<file path="config.mk">
export PLATFORM = sky130hd
export DESIGN_NAME = seq_multiplier_flat
export DESIGN_NICKNAME = d
export VERILOG_FILES = /design/src/rtl/mul_pkg.sv /design/src/rtl/seq_multiplier_if.sv /design/src/rtl/cond_negate.sv /design/src/rtl/seq_multiplier.sv /design/src/flat_wrapper.sv
export SDC_FILE = /design/constraint.sdc
export NUM_CORES = 1
export LEC_CHECK = 0
export CAP_MARGIN = 20
export CORE_MARGIN = 1.5
export CORE_UTILIZATION = 30
export DETAILED_ROUTE_END_ITERATION = 16
export SLEW_MARGIN = 20
export SYNTH_ARGS = -nofsm -noshare
export SYNTH_HDL_FRONTEND = slang
export SYNTH_SLANG_ARGS = --single-unit
</file>
<file path="constraint.sdc">
create_clock -name clk -period 8.5 [get_ports clk]
set_input_delay 2.125 -clock clk [delete_from_list [all_inputs] [get_ports clk]]
set_output_delay 2.125 -clock clk [all_outputs]
set_load 0.1 [all_outputs]
</file>
<file path="src/rtl/mul_pkg.sv">
// Shared definitions for the sequential multiplier: opcode values seen on
// the Signal bus and the controller state encoding.
package mul_pkg;

    localparam logic [5:0] MULTU = 6'b011001;
    localparam logic [5:0] MULT  = 6'b011000;
    localparam logic [5:0] OUT   = 6'b111111;

    typedef enum logic {
        IDLE = 1'b0,
        RUN  = 1'b1
    } state_t;

endpackage

</file>
<file path="src/rtl/seq_multiplier_if.sv">
// Command/result bundle of the sequential multiplier. The master side issues
// commands and operands; the slave side (the multiplier) returns status and
// the registered product.
interface seq_multiplier_if #(
    parameter int WIDTH = 32
);

    logic [WIDTH-1:0]   dataA;
    logic [WIDTH-1:0]   dataB;
    logic [5:0]         Signal;
    logic               start;
    logic               busy;
    logic               done;
    logic [2*WIDTH-1:0] dataOut;

    modport master (
        output dataA, dataB, Signal, start,
        input  busy, done, dataOut
    );

    modport slave (
        input  dataA, dataB, Signal, start,
        output busy, done, dataOut
    );

endinterface

</file>
<file path="src/rtl/cond_negate.sv">
// Conditional two's-complement negation: passes value through unchanged when
// neg is low, otherwise returns -value in the same width.
module cond_negate #(
    parameter int WIDTH = 32
) (
    input  logic             neg,
    input  logic [WIDTH-1:0] value,
    output logic [WIDTH-1:0] result
);

    // Invert-and-increment only when negation is requested.
    always_comb begin
        result = neg ? WIDTH'(~value + 1'b1) : value;
    end

endmodule

</file>
<file path="src/rtl/seq_multiplier.sv">
// Sequential shift-and-add multiplier, one multiplier bit per clock.
// A command is taken only while idle; the product appears WIDTH+1 cycles
// after the start cycle together with a one-cycle done pulse.
// Build option: define MULT_SIGNED_EN to enable the signed MULT opcode;
// without it MULT is ignored like any other unknown opcode.
module seq_multiplier
    import mul_pkg::*;
#(
    parameter int WIDTH = 32
) (
    input  logic             clk,
    input  logic             reset,
    seq_multiplier_if.slave  bus
);

    localparam int CW = $clog2(WIDTH);

    state_t             state;
    state_t             nextState;
    logic [2*WIDTH-1:0] acc;
    logic [2*WIDTH-1:0] accNext;
    logic [2*WIDTH-1:0] mcand;
    logic [2*WIDTH-1:0] product;
    logic [WIDTH-1:0]   mplier;
    logic [WIDTH-1:0]   loadA;
    logic [WIDTH-1:0]   loadB;
    logic [CW-1:0]      count;
    logic               acceptMul;
    logic               acceptOut;
    logic               lastStep;
    logic               negProduct;

`ifdef MULT_SIGNED_EN
    logic               sign;
    logic [WIDTH-1:0]   magA;
    logic [WIDTH-1:0]   magB;

    // Magnitudes of the operands; the most-negative value maps to its
    // unsigned magnitude, which still fits in WIDTH bits.
    cond_negate #(.WIDTH(WIDTH)) uNegA (
        .neg    (bus.dataA[WIDTH-1]),
        .value  (bus.dataA),
        .result (magA)
    );

    cond_negate #(.WIDTH(WIDTH)) uNegB (
        .neg    (bus.dataB[WIDTH-1]),
        .value  (bus.dataB),
        .result (magB)
    );

    assign loadA      = (bus.Signal == MULT) ? magA : bus.dataA;
    assign loadB      = (bus.Signal == MULT) ? magB : bus.dataB;
    assign negProduct = sign;
`else
    assign loadA      = bus.dataA;
    assign loadB      = bus.dataB;
    assign negProduct = 1'b0;
`endif

    // Partial-product sum including the current multiplier bit, so the
    // final step's contribution is captured on the same edge as dataOut.
    assign accNext = acc + (mplier[0] ? mcand : '0);

    // Sign correction of the finished product; with the signed opcode
    // disabled the control input is tied low and this reduces to wires.
    cond_negate #(.WIDTH(2*WIDTH)) uNegProd (
        .neg    (negProduct),
        .value  (accNext),
        .result (product)
    );

    assign bus.busy = (state == RUN);

    // Controller state register.
    always_ff @(posedge clk or posedge reset) begin
        if (reset) begin
            state <= IDLE;
        end else begin
            state <= nextState;
        end
    end

    // Command decode in IDLE and end-of-run detection in RUN.
    always_comb begin
        nextState = state;
        acceptMul = 1'b0;
        acceptOut = 1'b0;
        lastStep  = 1'b0;
        case (state)
            IDLE: begin
                if (bus.start) begin
                    if (bus.Signal == MULTU) begin
                        acceptMul = 1'b1;
                        nextState = RUN;
                    end
`ifdef MULT_SIGNED_EN
                    else if (bus.Signal == MULT) begin
                        acceptMul = 1'b1;
                        nextState = RUN;
                    end
`endif
                    else if (bus.Signal == OUT) begin
                        acceptOut = 1'b1;
                    end
                end
            end
            RUN: begin
                if (count == CW'(WIDTH - 1)) begin
                    lastStep  = 1'b1;
                    nextState = IDLE;
                end
            end
            default: nextState = IDLE;
        endcase
    end

    // Datapath: operand load, shift-and-add steps, result and done pulse.
    always_ff @(posedge clk or posedge reset) begin
        if (reset) begin
            acc         <= '0;
            mcand       <= '0;
            mplier      <= '0;
            count       <= '0;
            bus.dataOut <= '0;
            bus.done    <= 1'b0;
`ifdef MULT_SIGNED_EN
            sign        <= 1'b0;
`endif
        end else begin
            bus.done <= 1'b0;
            if (acceptMul) begin
                acc    <= '0;
                mcand  <= {{WIDTH{1'b0}}, loadA};
                mplier <= loadB;
                count  <= '0;
`ifdef MULT_SIGNED_EN
                sign   <= (bus.Signal == MULT) &&
                          (bus.dataA[WIDTH-1] ^ bus.dataB[WIDTH-1]);
`endif
            end else if (state == RUN) begin
                acc    <= accNext;
                mcand  <= mcand << 1;
                mplier <= mplier >> 1;
                count  <= count + 1'b1;
                if (lastStep) begin
                    bus.dataOut <= product;
                    bus.done    <= 1'b1;
                end
            end else if (acceptOut) begin
                bus.dataOut <= '0;
            end
        end
    end

endmodule

</file>
<file path="src/flat_wrapper.sv">
// flat-port wrapper written by rule: the top's interface ports become plain ports
module seq_multiplier_flat import mul_pkg::*;
#(
    parameter int WIDTH = 32
)
  (clk, reset, bus_dataA, bus_dataB, bus_Signal, bus_start, bus_busy, bus_done, bus_dataOut);
  seq_multiplier_if #(.WIDTH(WIDTH)) bus_i ();
  input  logic clk;
  input  logic reset;
  input wire logic [$bits(bus_i.dataA)-1:0] bus_dataA;
  input wire logic [$bits(bus_i.dataB)-1:0] bus_dataB;
  input wire logic [$bits(bus_i.Signal)-1:0] bus_Signal;
  input wire logic [$bits(bus_i.start)-1:0] bus_start;
  output wire logic [$bits(bus_i.busy)-1:0] bus_busy;
  output wire logic [$bits(bus_i.done)-1:0] bus_done;
  output wire logic [$bits(bus_i.dataOut)-1:0] bus_dataOut;
  assign bus_i.dataA = bus_dataA;
  assign bus_i.dataB = bus_dataB;
  assign bus_i.Signal = bus_Signal;
  assign bus_i.start = bus_start;
  assign bus_busy = bus_i.busy;
  assign bus_done = bus_i.done;
  assign bus_dataOut = bus_i.dataOut;
  seq_multiplier #(.WIDTH(WIDTH)) u_core (.clk(clk), .reset(reset), .bus(bus_i));
endmodule
</file>
==> summary.txt <==
Synthesis
  • Cells after Synth: roughly 1.5k
  • Mapped Nets: 1638
  • Register area share after synthesis: between 40 and 50%
  • Number of synthesized flops with an enable pin: 0
  • Post-synthesis register bit count: approximately 230
  • Simple-gate area share of the yosys netlist: around a fifth
  • Avg Inst Size Synth: between 8 and 9 um2
  • Post-synth cell types: 72
  • Synth Area in Adders: about 6.3%
  • YS warnings: 0
  • Post-synthesis mux area share: under 10%
  • Top_reg_cell synth: dfrtp_1
  • Post-Syn Area: between 10000 and 15000 um2
  • Post-Synth XOR/XNOR Area: under 10%
  • Synth Area in Compound Gates: 19.2%
  • Async SR Flop Fraction: 100%
  • Largest family of logic cells by synthesized area: compound AO/OA/AOI/OAI gates

Setup path
  • Top delay family on crit path: buffers and inverters
  • CP Max Fanout: 55
  • Crit end category: output port
  • CP max-delay cell: clkdlybuf4s50_1
  • Crit path kind: reg2out
  • Worst path cell trace: clkdlybuf4s50_1
  • Worst path required time: around 6.4 ns
  • Largest stage delay on the critical path: approximately 1.3 ns
  • Element type at the critical path start: flip-flop
  • CP Data Arrival Time: 2.62 ns
  • WP buf/inv: 1

Global routing
  • Vias in the first global route: 10.9k
  • GRT Residual Overflow: 0
  • Largest net degree at the start of global routing: 220
  • Tot GR Track Use: ~16%
  • Antenna violations before repair: 0
  • Global-route wire length before repair: 58800 um

Placed design
  • Post-DP HPWL: about 25000 um
  • Routability Congestion: around 0.9
  • Port buffer count: approximately 140

Clock network
  • Skew-Pair Late Insertion Delay: around 0.55 ns
  • Root Buffer: clkbuf_16
  • CTS buffer count: 26
  • Clock Sinks: around 230
  • CTS tree: built
  • Hold_buf cts: 0
  • CTS H-tree depth: 1
  • Post-CTS setup buffers: 0
  • # resized after CTS: 0
  • Reg clk slew, reported paths: 0.06 ns
  • Worst-case clock buffer depth: 3

Die
  • Die Wd: about 210 um
  • Die height: 214 um
  • FP Rows: 76
  • Initial Util: 30.6%
  • # IOs: roughly 140
  • Core Region: 43500 um2
  • Die area: between 40000 and 50000 um2

Timing
  • Final Hold Fails: 0
  • Clock period minus worst slack: approximately 4.7 ns
  • Tightest Pin Transition: 1.05 ns
  • Setup_tns: 0 ns
  • Max Fclk: around 0.21 GHz
  • Relative slew slack: around 30%
  • Slew Viols, Final: 0
  • Worst Skew: between 0.01 and 0.015 ns
  • Final period util: 55.9%
  • RSZ-0062 raised after global routing: false
  • Final setup viols: 0

Power
  • Leak: between 7 and 8 nW
  • Tot Pwr: between 4 and 5 mW
  • Worst VDD drop: 0.000215 V
  • Pwr/cell area: around 280 nW/um2

Detailed routing
  • WL/cell: between 15 and 20 um
  • Final ANT Viol Nets: 0
  • DRC viols: 0
  • Drt via density: ~5.0
  • Detailed Routing Iterations Pass 1: 5
  • Routed via count: about 11k
  • DRT iter0 DRCs: between 700 and 800
  • Routed Wire Length: 35300 um

Final layout
  • Most common cell after layout, fill and taps aside: nand2_1
  • Most frequent cells in the layout: nand2_1 (358), dfrtp_1 (230), o21ai_0 (175), clkdlybuf4s50_1 (138), a21oi_1 (74)
  • Antenna cells: 0
  • Layout cell share with drive strength beyond 1: between 5 and 6%
  • # nets final: between 1.5k and 2k
  • Area delta synth->final: 20.4%

Run status
  • Status: completed

Worst hold path
  • Hold Path Class: reg2reg

Job
  • MaxCap Viol Count: 0
area by class of cell:
| type | instances | area, um2 |
|---|---|---|
| fill | 4466 | 27400 |
| multi-input combinational | 1165 | 7160 |
| sequential | 231 | 5780 |
| timing repair buffer | 147 | 1460 |
| clock buffer | 38 | 787 |
| tap | 585 | 732 |
| inverter | 13 | 56.3 |
| clock inverter | 7 | 41.3 |
registers in the layout, indices dropped and copies added (netlist names):
| register | count |
|---|---|
| u_core.mcand | 64 |
| u_core.count | 5 |
| u_core.bus.busy | 1 |
| u_core.mplier | 32 |
| u_core.bus.done | 1 |
| u_core.bus.dataOut | 64 |
| u_core.acc | 64 |
cell usage after synthesis (3+ instances only):
library cell / n / area (um2)
nand2_1: 358 / 1340
dfrtp_1: 231 / 5780
o21ai_0: 175 / 876
a21oi_1: 74 / 370
clkbuf_1: 74 / 278
and2_1: 65 / 407
ha_1: 65 / 813
mux2i_1: 64 / 641
nor2_1: 47 / 176
a21o_1: 35 / 263
xnor2_1: 34 / 298
a22o_1: 27 / 236
nand3_1: 23 / 115
xor2_1: 23 / 201
nand4_1: 19 / 119
and3_1: 16 / 100
o21ai_1: 16 / 80.1
inv_1: 13 / 48.8
nor3_1: 10 / 50.1
nand2b_1: 9 / 56.3
a31oi_1: 8 / 50.1
buf_1: 8 / 30.0
buf_2: 8 / 40.0
o21a_1: 7 / 52.6
mux2_2: 6 / 67.6
o21bai_1: 6 / 45.0
o211ai_1: 5 / 37.5
or3_1: 5 / 31.3
nor4_1: 4 / 25.0
o31ai_1: 4 / 30.0
a211oi_1: 3 / 22.5
nand4b_1: 3 / 26.3
o21ai_2: 3 / 26.3
o41ai_4: 3 / 82.6
final timing paths:
check / start / slack [ns] / depth (start not counted) / to
worst max-delay path: u_core.bus.busy / 3.75 / 1 / bus_busy
worst min-delay path: u_core.bus.dataOut[45] / 0.48 / 2 / u_core.bus.dataOut[45]
worst max register to register: u_core.mplier[0] / 4.15 / 15 / u_core.acc[56]
worst min register to register: u_core.bus.dataOut[45] / 0.48 / 2 / u_core.bus.dataOut[45]
max in group asynchronous: reset / 4.91 / 3 / u_core.bus.busy
min in group asynchronous: reset / 2.08 / 2 / u_core.mplier[25]
cells by family (layout without fill, tap and decap cells):
group | after synthesis | count (layout)
flip-flops | 231 | 231
multiplexers | 71 | 71
buffers and inverters | 103 | 205
adder cells (fa/ha/maj) | 66 | 66
AO/OA/AOI/OAI | 402 | 402
AND/OR/NAND/NOR | 569 | 569
XOR/XNOR | 57 | 57
where the power goes:
group	internal (mW)	switching, mW
clock	0.637	0.456
sequential	1.43	0.247
combinational	0.546	1.16
per-stage QoR:
| step | hold WS (ns) | worst slack [ns] | std cells | util (%) | cell area (um2) |
|---|---|---|---|---|---|
| finish | 0.476 | 3.75 | 2186 | 36.9 | 16000 |
| global route | 0.506 | 3.63 | 2186 | 36.9 | 16000 |
| CTS | 0.480 | 3.69 | 2186 | 36.9 | 16000 |
| detailed placement | 0.459 | 3.89 | 2141 | 35.0 | 15200 |
| global placement | 0.463 | 3.96 | 2141 | 35.0 | 15200 |
| floorplan | 0.452 | 0.0421 | 1499 | - | 13300 |
worst min-delay path, cell delays in order (launching register included):
cell	delay [ns]
dfrtp_1	0.34
nand2_1	0.05
nand2_1	0.05
layer usage:
metal,wire length [um],vias up,track usage (%)
li1,-,5400,-
met1,17100,5275,22.1
met2,15900,217,25.8
met3,1650,45,3.16
met4,731,0,3.86
met5,0,-,0
No activity file was read; power rests on OpenSTA's default activity.
